===== src/rtl/cnn_pkg.sv =====
// cnn_pkg
// Shared definitions for the convolution sequencer slice: the scheduler FSM
// state encoding, the tap/window sizes and the row-major window index helper
// (k = 3*row + col) used both for the weight bank and the window register.
package cnn_pkg;

  localparam int NTAP = 3;
  localparam int NWIN = 9;

  typedef enum logic [1:0] {
    ST_IDLE  = 2'd0,
    ST_ISSUE = 2'd1,
    ST_WAIT  = 2'd2,
    ST_OUT   = 2'd3
  } state_e;

  // Row-major index of element (row, col) in a 3x3 window. The result is
  // 4 bits wide so that callers can detect row 3 (past the window) as >= NWIN.
  function automatic logic [3:0] win_idx(input logic [1:0] row, input logic [1:0] col);
    logic [3:0] r4;
    r4 = {2'b00, row};
    return (r4 << 1) + r4 + {2'b00, col};
  endfunction

endpackage


===== src/rtl/conv3x3_sched_wgt_bank.sv =====
// wgt_bank
// 9-entry kernel weight register file for the 3x3 convolution sequencer.
// Ports:
//   clk_i, rst_ni      clock, asynchronous active-low reset (clears all weights)
//   we_i, addr_i,      write strobe / index / value; a write only lands when
//   wdata_i            idle_i is high and addr_i is a valid index (0..8)
//   idle_i             high while the sequencer is in IDLE
//   row_i              kernel row selected for the three read ports
//   rd0_o..rd2_o       weights (row_i, 0..2), combinational
module wgt_bank
  import cnn_pkg::*;
#(
  parameter int WIDTH = 8
) (
  input  logic             clk_i,
  input  logic             rst_ni,
  input  logic             we_i,
  input  logic             idle_i,
  input  logic [3:0]       addr_i,
  input  logic [WIDTH-1:0] wdata_i,
  input  logic [1:0]       row_i,
  output logic [WIDTH-1:0] rd0_o,
  output logic [WIDTH-1:0] rd1_o,
  output logic [WIDTH-1:0] rd2_o
);

  logic [WIDTH-1:0] wgt_q [NWIN];
  logic [WIDTH-1:0] rd    [NTAP];
  logic [3:0]       rd_idx[NTAP];
  logic             wr_en;

  assign wr_en = we_i && idle_i && (addr_i < 4'(NWIN));

  always_ff @(posedge clk_i or negedge rst_ni) begin
    if (!rst_ni) begin
      for (int i = 0; i < NWIN; i++) wgt_q[i] <= '0;
    end else if (wr_en) begin
      wgt_q[addr_i] <= wdata_i;
    end
  end

  // Read ports forward a write landing in the same cycle. The sequencer
  // latches row 0 weights on the same edge that accepts a window, so a write
  // issued alongside the accept must already be visible to that first row.
  always_comb begin
    for (int c = 0; c < NTAP; c++) begin
      rd_idx[c] = win_idx(row_i, 2'(c));
      rd[c]     = '0;
      if (wr_en && (addr_i == rd_idx[c])) begin
        rd[c] = wdata_i;
      end else if (rd_idx[c] < 4'(NWIN)) begin
        rd[c] = wgt_q[rd_idx[c]];
      end
    end
  end

  assign rd0_o = rd[0];
  assign rd1_o = rd[1];
  assign rd2_o = rd[2];

endmodule


===== src/rtl/conv3x3_sched.sv =====
// conv3x3_sched
// Runs one accepted 3x3 window through a single 3-tap pmul chain, one kernel
// row at a time, and accumulates the three row partial sums (mod 2^WIDTH).
// Ports:
//   clk_i, rst_ni                 clock, asynchronous active-low reset
//   cfg_we_i/addr_i/wdata_i       kernel weight write (IDLE only, index 0..8)
//   win_valid_i/win_ready_o       window handshake, win_data_i row-major
//   out_valid_o/out_ready_i       result handshake, out_data_o result
//   pm_update_o                   one-cycle launch of a row into pmul
//   pm_data*_o, pm_weight*_o      pmul taps, held from ISSUE until WAIT exits
//   pm_psum_i, pm_psum_vld_i      row partial sum returned by pmul
//   err_timeout_o                 one-cycle pulse when a WAIT is abandoned
module conv3x3_sched
  import cnn_pkg::*;
#(
  parameter int WIDTH   = 8,
  parameter int TIMEOUT = 64
) (
  input  logic               clk_i,
  input  logic               rst_ni,
  input  logic               cfg_we_i,
  input  logic [3:0]         cfg_addr_i,
  input  logic [WIDTH-1:0]   cfg_wdata_i,
  input  logic               win_valid_i,
  output logic               win_ready_o,
  input  logic [9*WIDTH-1:0] win_data_i,
  output logic               out_valid_o,
  input  logic               out_ready_i,
  output logic [WIDTH-1:0]   out_data_o,
  output logic               pm_update_o,
  output logic [WIDTH-1:0]   pm_data0_o,
  output logic [WIDTH-1:0]   pm_data1_o,
  output logic [WIDTH-1:0]   pm_data2_o,
  output logic [WIDTH-1:0]   pm_weight0_o,
  output logic [WIDTH-1:0]   pm_weight1_o,
  output logic [WIDTH-1:0]   pm_weight2_o,
  input  logic [WIDTH-1:0]   pm_psum_i,
  input  logic               pm_psum_vld_i,
  output logic               err_timeout_o
);

  localparam int TW = (TIMEOUT < 2) ? 1 : $clog2(TIMEOUT);

  state_e             state_q;
  logic [1:0]         row_q;
  logic [WIDTH-1:0]   acc_q;
  logic [TW-1:0]      tmo_q;
  logic [9*WIDTH-1:0] win_q;
  logic [WIDTH-1:0]   dat_q [NTAP];
  logic [WIDTH-1:0]   wgt_q [NTAP];
  logic [WIDTH-1:0]   out_data_q;
  logic               err_q;

  logic [1:0]         load_row_d;
  logic [9*WIDTH-1:0] load_src_d;
  logic [WIDTH-1:0]   load_dat_d [NTAP];
  logic [WIDTH-1:0]   load_wgt_d [NTAP];
  logic [3:0]         load_idx_d [NTAP];
  logic [WIDTH-1:0]   acc_d;
  logic               idle;

  assign idle = (state_q == ST_IDLE);

  // The tap registers are reloaded on two kinds of edge: the accept edge
  // (row 0, taken straight from win_data_i since win_q is being written on
  // the same edge) and the edge leaving WAIT for the next row (from win_q).
  assign load_row_d = idle ? 2'd0 : (row_q + 2'd1);
  assign load_src_d = idle ? win_data_i : win_q;
  assign acc_d      = acc_q + pm_psum_i;

  always_comb begin
    for (int c = 0; c < NTAP; c++) begin
      load_idx_d[c] = win_idx(load_row_d, 2'(c));
      load_dat_d[c] = '0;
      if (load_idx_d[c] < 4'(NWIN)) begin
        load_dat_d[c] = load_src_d[int'(load_idx_d[c])*WIDTH +: WIDTH];
      end
    end
  end

  wgt_bank #(
    .WIDTH (WIDTH)
  ) u_wgt_bank (
    .clk_i   (clk_i),
    .rst_ni  (rst_ni),
    .we_i    (cfg_we_i),
    .idle_i  (idle),
    .addr_i  (cfg_addr_i),
    .wdata_i (cfg_wdata_i),
    .row_i   (load_row_d),
    .rd0_o   (load_wgt_d[0]),
    .rd1_o   (load_wgt_d[1]),
    .rd2_o   (load_wgt_d[2])
  );

  // Scheduler FSM. The WAIT timeout counter counts completed WAIT cycles
  // without a psum; reaching TIMEOUT-1 on a cycle that still has no psum
  // means WAIT has lasted TIMEOUT cycles, so the window is abandoned.
  always_ff @(posedge clk_i or negedge rst_ni) begin
    if (!rst_ni) begin
      state_q    <= ST_IDLE;
      row_q      <= '0;
      acc_q      <= '0;
      tmo_q      <= '0;
      win_q      <= '0;
      out_data_q <= '0;
      err_q      <= 1'b0;
      for (int c = 0; c < NTAP; c++) begin
        dat_q[c] <= '0;
        wgt_q[c] <= '0;
      end
    end else begin
      err_q <= 1'b0;
      case (state_q)
        ST_IDLE: begin
          if (win_valid_i) begin
            win_q   <= win_data_i;
            acc_q   <= '0;
            row_q   <= '0;
            for (int c = 0; c < NTAP; c++) begin
              dat_q[c] <= load_dat_d[c];
              wgt_q[c] <= load_wgt_d[c];
            end
            state_q <= ST_ISSUE;
          end
        end
        ST_ISSUE: begin
          tmo_q   <= '0;
          state_q <= ST_WAIT;
        end
        ST_WAIT: begin
          if (pm_psum_vld_i) begin
            acc_q <= acc_d;
            if (row_q == 2'd2) begin
              out_data_q <= acc_d;
              state_q    <= ST_OUT;
            end else begin
              row_q <= row_q + 2'd1;
              for (int c = 0; c < NTAP; c++) begin
                dat_q[c] <= load_dat_d[c];
                wgt_q[c] <= load_wgt_d[c];
              end
              state_q <= ST_ISSUE;
            end
          end else if (tmo_q == TW'(TIMEOUT - 1)) begin
            err_q   <= 1'b1;
            acc_q   <= '0;
            state_q <= ST_IDLE;
          end else begin
            tmo_q <= tmo_q + 1'b1;
          end
        end
        ST_OUT: begin
          if (out_ready_i) state_q <= ST_IDLE;
        end
        default: state_q <= ST_IDLE;
      endcase
    end
  end

  assign win_ready_o   = (state_q == ST_IDLE);
  assign pm_update_o   = (state_q == ST_ISSUE);
  assign out_valid_o   = (state_q == ST_OUT);
  assign out_data_o    = out_data_q;
  assign err_timeout_o = err_q;

  assign pm_data0_o    = dat_q[0];
  assign pm_data1_o    = dat_q[1];
  assign pm_data2_o    = dat_q[2];
  assign pm_weight0_o  = wgt_q[0];
  assign pm_weight1_o  = wgt_q[1];
  assign pm_weight2_o  = wgt_q[2];

endmodule


===== config.mk =====
export PLATFORM = sky130hd
export DESIGN_NAME = conv3x3_sched
export DESIGN_NICKNAME = d
export VERILOG_FILES = /design/src/rtl/cnn_pkg.sv /design/src/rtl/conv3x3_sched_wgt_bank.sv /design/src/rtl/conv3x3_sched.sv
export SDC_FILE = /design/constraint.sdc
export NUM_CORES = 1
export LEC_CHECK = 0
export CORE_AREA = 2 2 158 160
export CTS_CLUSTER_DIAMETER = 60
export DETAILED_ROUTE_END_ITERATION = 6
export DIE_AREA = 0 0 160 162
export PLACE_DENSITY = 0.75
export RECOVER_POWER = 100
export REMOVE_ABC_BUFFERS = 1
export SLEW_MARGIN = 20
export SYNTH_ARGS = -nofsm -noshare
export SYNTH_HDL_FRONTEND = slang
export SYNTH_SLANG_ARGS = --single-unit

===== constraint.sdc =====
create_clock -name clk_i -period 3.4 [get_ports clk_i]
set_clock_uncertainty 0.15 [all_clocks]
set_input_delay 0.51 -clock clk_i [delete_from_list [all_inputs] [get_ports clk_i]]
set_output_delay 0.51 -clock clk_i [all_outputs]
set_load 0.02 [all_outputs]

# Word level (Yosys, flattened, before mapping)

Index checks and enable logic that the tools add are counted.

Memories kept: 0
Bits in writable memories: 0
ROM bits: 0
Bits in latches: 0
Output and inout port bits: 60
Bits in registers: 219

Divide/modulo/power cells: 0
Shift-type cells: 3
Magnitude comparators: 9
Reductions and logical operators: 15
Eq/ne operators: 15
Mux-type cells: 51
$mul: 0
Bitwise operators: 4
$add $sub $neg: 6

Operators by type and width:

| kind                | number |
|---|---|
| $shiftx 72x8->8     | 3 |
| $mux 8              | 19 |
| $mux 24             | 6 |
| $bmux 8 s4          | 3 |
| $pmux 24 s2         | 2 |
| $bwmux 72           | 1 |
| $mux 72             | 1 |
| $demux 8 s4         | 1 |
| $ge 5x5->1 const B  | 4 |
| $not 4->5           | 4 |
| $mux 2              | 9 |
| $lt 4x4->1 const B  | 4 |
| $pmux 8 s2          | 1 |
| $eq 4x4->1          | 3 |
| $mux 6              | 2 |
| $pmux 6 s2          | 1 |
| $reduce_and 3->1    | 4 |
| $ne 2x2->1 const B  | 5 |
| $add 8x8->8         | 1 |
| $pmux 2 s4          | 1 |
| $add 6x1->6 const B | 1 |
| $eq 2x2->1 const B  | 3 |
| $eq 6x6->1 const B  | 1 |
| $logic_and 1x1->1   | 6 |
| other kinds (14)    | 17 |

# Longest topological paths before layout

Depth after elaboration: 13
Gate-level depth with buffers: 15
Gate-level depth less buffers: 10

# Modules after synthesis

From an unflattened synthesis, not the netlist that was laid out.

Cell total of the unflattened synthesis: 1,071
Area, all modules: 12,644.6 sq um

Modules (own cells, without submodules):

| module        | instances | cells an instance | area each (sq um) |
|---|---|---|---|
| conv3x3_sched | 1         | 682               | 7,848.8 |
| wgt_bank      | 1         | 389               | 4,795.8 |

# Worst setup path after synthesis

OpenSTA, ideal clock, no wires.

Path kind: register -> register
Start: register state_q[0]
End: register wgt_q (netlist bit pm_weight1_o[6])
Setup time: 126 ps
Slack: -468 ps
Stages on the path, launching flop included: 14
Data required time: 3,124 ps
Clock period less this slack: 3,868 ps
Buffers on the path: 4
Data arrival time: 3,593 ps
Cells stage by stage: dfrtp_1 > inv_1 > ha_1 > buf_4 > clkbuf_1 > clkbuf_1 > nor2_1 > ha_1 > buf_4 > or3b_4 > a2111oi_4 > nor2_2 > a221oi_1 > nor2_1

Word-level cells in the longest chain between the ends: 13
Elaborated cells on any way between the ends: 25
Classes of those cells: add/sub (2); order compare (1); eq/ne (5); mux (10); bitwise (1); reduce/logical (6)

RTL lines:

| element                                   | line                         | text |
|---|---|---|
| from (decl)                               | conv3x3_sched.sv:44          | `state_e state_q;` |
| from (signal assigned)                    | conv3x3_sched.sv:101         | `state_q <= ST_IDLE;` |
| from (signal assigned)                    | conv3x3_sched.sv:124         | `state_q <= ST_ISSUE;` |
| from (signal assigned)                    | conv3x3_sched.sv:129         | `state_q <= ST_WAIT;` |
| $logic_not 2->1 (*)                       | -                            |  |
| net win_ready_o                           | conv3x3_sched.sv:25          | `output logic win_ready_o,` |
| $mux 2                                    | conv3x3_sched.sv:67          | `assign load_row_d = idle ? 2'd0 : (row_q + 2'd1);` |
| $add 3x2->4                               | cnn_pkg.sv:22                | `return (r4 << 1) + r4 + {2'b00, col};` |
| $add 4x1->4                               | cnn_pkg.sv:22                |  |
| $not 4->5 (implied by the code)           | conv3x3_sched_wgt_bank.sv:52 | `rd[c] = wgt_q[rd_idx[c]];` |
| $bmux 8 s4                                | conv3x3_sched_wgt_bank.sv:52 |  |
| $mux 8 (implied by the code) (2 in a row) | conv3x3_sched_wgt_bank.sv:52 |  |
| $mux 8                                    | conv3x3_sched_wgt_bank.sv:51 | `end else if (rd_idx[c] < 4'(NWIN)) begin` |
| $mux 8                                    | conv3x3_sched_wgt_bank.sv:49 | `if (wr_en && (addr_i == rd_idx[c])) begin` |
| $mux 24                                   | conv3x3_sched.sv:134         | `if (row_q == 2'd2) begin` |
| $mux 24                                   | conv3x3_sched.sv:132         | `if (pm_psum_vld_i) begin` |
| $pmux 24 s2                               | conv3x3_sched.sv:114         | `case (state_q)` |
| to (signal, indexed assignment)           | conv3x3_sched.sv:122         | `wgt_q[c] <= load_wgt_d[c];` |
| to (signal, indexed assignment)           | conv3x3_sched.sv:141         | `wgt_q[c] <= load_wgt_d[c];` |
| to (decl)                                 | conv3x3_sched.sv:50          | `logic [WIDTH-1:0] wgt_q [NTAP];` |

The timed path passes the listed nets; every way through them passes the cells marked *. The select of a mux whose other input is x is not followed.
A chain may end at the register's enable or synchronous reset.

# Worst setup path in the final report

Start: register row_q[0]
End: register dat_q (netlist bit pm_data1_o[0])

Word-level cells in the longest chain between the ends: 9
Elaborated cells on any way between the ends: 14
Classes of those cells: add/sub (3); order compare (1); eq/ne (2); shift (1); mux (6); reduce/logical (1)

RTL lines:

| element                                              | line                                     | text |
|---|---|---|
| from (decl)                                          | conv3x3_sched.sv:45                      | `logic [1:0] row_q;` |
| from (signal assigned)                               | conv3x3_sched.sv:138                     | `row_q <= row_q + 2'd1;` |
| $add 2x1->2                                          | conv3x3_sched.sv:67                      |  |
| $mux 2                                               | conv3x3_sched.sv:67                      |  |
| $add 3x2->4                                          | cnn_pkg.sv:22                            |  |
| $add 4x1->4                                          | cnn_pkg.sv:22                            |  |
| $shiftx 72x8->8 / $lt 4x4->1 (equally long branches) | conv3x3_sched.sv:76, conv3x3_sched.sv:75 |  |
| $mux 8                                               | conv3x3_sched.sv:75                      | `if (load_idx_d[c] < 4'(NWIN)) begin` |
| $mux 24                                              | conv3x3_sched.sv:134                     |  |
| $mux 24                                              | conv3x3_sched.sv:132                     |  |
| $pmux 24 s2                                          | conv3x3_sched.sv:114                     |  |
| to (signal, indexed assignment)                      | conv3x3_sched.sv:121                     | `dat_q[c] <= load_dat_d[c];` |
| to (signal, indexed assignment)                      | conv3x3_sched.sv:140                     | `dat_q[c] <= load_dat_d[c];` |
| to (decl)                                            | conv3x3_sched.sv:49                      | `logic [WIDTH-1:0] dat_q [NTAP];` |

Several ways; a longest one is shown, not always the timed one. The select of a mux whose other input is x is not followed.

==> results.md <==
* CP delay by family, top: buffers and inverters
* Top FF cell, synth: dfrtp_1
* Via density per instance at 5.86
* Unrepaired setup endpoints after global routing: no
* Slew Limit Fails at 80
* Synth Area in Compound Gates at 9.08%
* Adder-Cell Fraction of Synth Area at 1.96%
* Post-route ant nets at 0
* Leak at 6.50 nW
* Cells after Synth at 971
* Vias in the first global route at 8,915
* H-tree depth at 1
* Die Span X at 160 um
* Critical Path RT at 3.65 ns
* Final core occ at 60.9%
* Initial antenna violation count at 1
* Routed WL at 30,900 um
* CTS tree: built
* YS warnings at 0
* Starting Density at 49.2%
* GRT overflow at 0
* Maximum single-stage delay on the critical path at 0.65 ns
* Share of cells above drive strength 1 at 26.6%
* Total GRT Usage at 24.1%
* Num rows at 57
* Area delta synth->final at 23.8%
* Synth cell types at 60
* Largest net degree at the start of global routing at 81
* Global placement routability congestion at 0.841
* P_sw at 0.00622 W
* PwrDens at 1080 nW/um2
* Post-synthesis simple-gate area fraction at 6.91%
* First-pass GRT wire length at 49,700 um
* Sequential Power Share at 28.9%
* Clk pwr share at 17.6%
* Outcome: finished, violations left
* Switching part of the total at 39.2%
* CP Max Fanout at 19
* Core area at 24,100 um2
* Slowest-stage cell, CP: clkbuf_2
* Worst Setup End Kind: flop
* Syn avg cell area at 12.2 um2
* CP startpoint kind: flop
* Final HPWL DP at 21,200 um
* Slew Limit Headroom at -40.6%
* Final min period at 3.16 ns
* Period utilisation layout at 92.8%
* Hold_buf cts at 1
* Placed inst area at 13,900 um2
* Comb pwr share at 53.6%
* Clk sink count at 219
* Slew @ Worst Pin at 2.11 ns
* Layout Cells excl Fill at 1,471
* Crit path buffers/inverters at 2
* Post-synthesis mux area share at 31.9%
* Register area share after synthesis at 46.2%
* Die Area at 25,900 um2
* Clock tree root buffer cell: clkbuf_16
* Synth Area in XOR/XNOR at 0.960%
* Drt initial violations at 659
* DR pass1 iterations at 6
* IO buf count at 157
* Design area at 14,700 um2
* #FFs+latches synth at 219
* Class of the worst hold path: flop to flop
* WS Path Type: flop to flop
* Routed WL per cell at 21.0 um
* Total Nets Final at 1,245
* Failing checks: capacitance limit, slew limit
* Number of flops mapped to enable cells by yosys at 0
* Number of buffers created by CTS at 24
* Sum Neg Setup Slack at 0 ns
* Io pins at 158
* Chip Height at 162 um
* Gates resized, CTS repair at 0
* Main combinational cell family by area after synthesis: multiplexers
* Setup bufs post-CTS at 0
* DR vias at 8,614
* Ys async rst share at 100%
* Clk slew on worst S/H paths at 0.06 ns
* Inst Count DP at 1,426
* CP arrival at 3.41 ns
* Max VDD drop at 0.501 mV
* Clk buf depth at 3
* Crit-path cells: inv_1, ha_1, nor2_1, ha_2, clkbuf_2, mux4_2, a22o_1
* Final hold vios at 0
* Area of the mapped netlist at 11,900 um2
* Latest clock arrival within the worst-skew pair at 0.52 ns
* Int Power at 0.00966 W
* Residual DRC at 0
* Max Cap Violations at 1
* Setup violations, final at 0
* Max frequency at 0.317 GHz
## metal layers
| layer | vias up | share of wire, % | GRT usage [%] |
|---|---|---|---|
| li1 | 3938 | - | - |
| met2 | 279 | 48 | 40.3 |
| met1 | 4339 | 43 | 32.8 |
| met4 | 0 | 2.7 | 6.88 |
| met3 | 58 | 6.2 | 3.83 |
| met5 | - | 0 | 0 |
## power groups by stage
stage / clock network (W) / registers, W / logic, W
after global placement: 0 / 0.00456 / 0.00842
after detailed placement: 0 / 0.00461 / 0.00860
after global routing: 0.00296 / 0.00472 / 0.00918
after CTS: 0.00284 / 0.00458 / 0.00866
after floorplan: 0 / 0.00476 / 0.00580
final: 0.00279 / 0.00458 / 0.00850
## worst paths after layout
path / to / cells after the start / slack [ns] / start
min reg2reg: out_data_o[5]$_DFFE_PN0P_ / 2 / 0.32 / out_data_o[5]$_DFFE_PN0P_
min in group asynchronous: pm_data1_o[3]$_DFFE_PN0P_ / 2 / 0.99 / rst_ni
min: out_data_o[5]$_DFFE_PN0P_ / 2 / 0.32 / out_data_o[5]$_DFFE_PN0P_
max: pm_data1_o[0]$_DFFE_PN0P_ / 7 / 0.24 / row_q[0]$_DFFE_PN0P_
max in group asynchronous: u_wgt_bank.wgt_q[26]$_DFFE_PN0P_ / 3 / 0.52 / rst_ni
max reg2reg: pm_data1_o[0]$_DFFE_PN0P_ / 7 / 0.24 / row_q[0]$_DFFE_PN0P_
## registers in the layout, summed over array words and instances, names as in the netlist
signal,cells
err_timeout_o,1
state_q,2
tmo_q,6
acc_q,8
row_q,2
pm_weight0_o,8
pm_data1_o,8
out_data_o,8
pm_weight1_o,8
pm_weight2_o,8
pm_data0_o,8
pm_data2_o,8
u_wgt_bank.wgt_q,72
win_q,72
## stage by stage
step / hold slack (ns) / total power [W] / setup slack, ns
final: 0.321 / 0.0159 / 0.243
after global routing: 0.365 / 0.0169 / 0.0600
after CTS: 0.334 / 0.0161 / 0.285
after detailed placement: 0.321 / 0.0132 / 0.319
after global placement: 0.312 / 0.0130 / 0.412
after floorplan: 0.0644 / 0.0106 / -2.61
## final cells by class
cell class / count / area, um2
Antenna cell: 1 / 2.50
Clock buffer: 36 / 747
Clock inverter: 7 / 110
Fill cell: 1987 / 9420
Inverter: 20 / 75.1
Multi-Input combinational cell: 669 / 6030
Sequential cell: 219 / 5480
Tap cell: 324 / 405
Timing Repair Buffer: 195 / 1830
## synth_stat cells (all sizes together) (20+ instances only)
| cell | n | area, um2 |
|---|---|---|
| mux2i | 99 | 991 |
| clkbuf | 42 | 158 |
| mux2 | 194 | 2180 |
| nand2 | 42 | 158 |
| nor2 | 53 | 209 |
| mux4 | 27 | 608 |
| a21oi | 46 | 230 |
| dfrtp | 219 | 5480 |
| inv | 20 | 75.1 |
| o22ai | 24 | 150 |
| buf | 21 | 119 |
## layout by cell type, fill, tap and decap left out, types with 4 or more instances in the layout
cell type / instances
dfrtp_1: 218
mux2_2: 193
mux2i_1: 99
clkdlybuf4s50_1: 96
dlygate4sd3_1: 61
nor2_1: 50
a21oi_1: 45
nand2_1: 42
mux4_2: 27
clkbuf_16: 25
o22ai_1: 24
inv_1: 19
buf_4: 18
o21ai_0: 17
ha_1: 15
nand3_1: 13
clkbuf_1: 11
a22o_1: 10
o31ai_1: 10
a221oi_1: 10
a31oi_1: 9
nand2b_1: 9
xnor2_1: 8
and2_1: 8
a222oi_1: 8
clkbuf_8: 8
clkbuf_2: 7
nor3_1: 6
o221ai_1: 6
xor2_1: 5
nand3b_1: 4
a211oi_1: 4
clkinv_2: 4
## worst reg2reg max path: stages, from the launching register on
cell	delay, ns
dfrtp_2	0.42
inv_1	0.06
ha_1	0.30
nor2_1	0.26
ha_2	0.40
clkbuf_2	0.65
mux4_2	0.60
a22o_1	0.21
## kinds of logic (layout without fill, tap and decap cells)
family	after synthesis	count (layout)
multiplexers	320	320
flip-flops	219	219
AO/OA/AOI/OAI	159	159
AND/OR/NAND/NOR	159	159
buffers and inverters	83	258
adder cells (fa/ha/maj)	18	18
XOR/XNOR	13	13
other	0	1
Note: power is estimated with default switching activity, not from simulation.
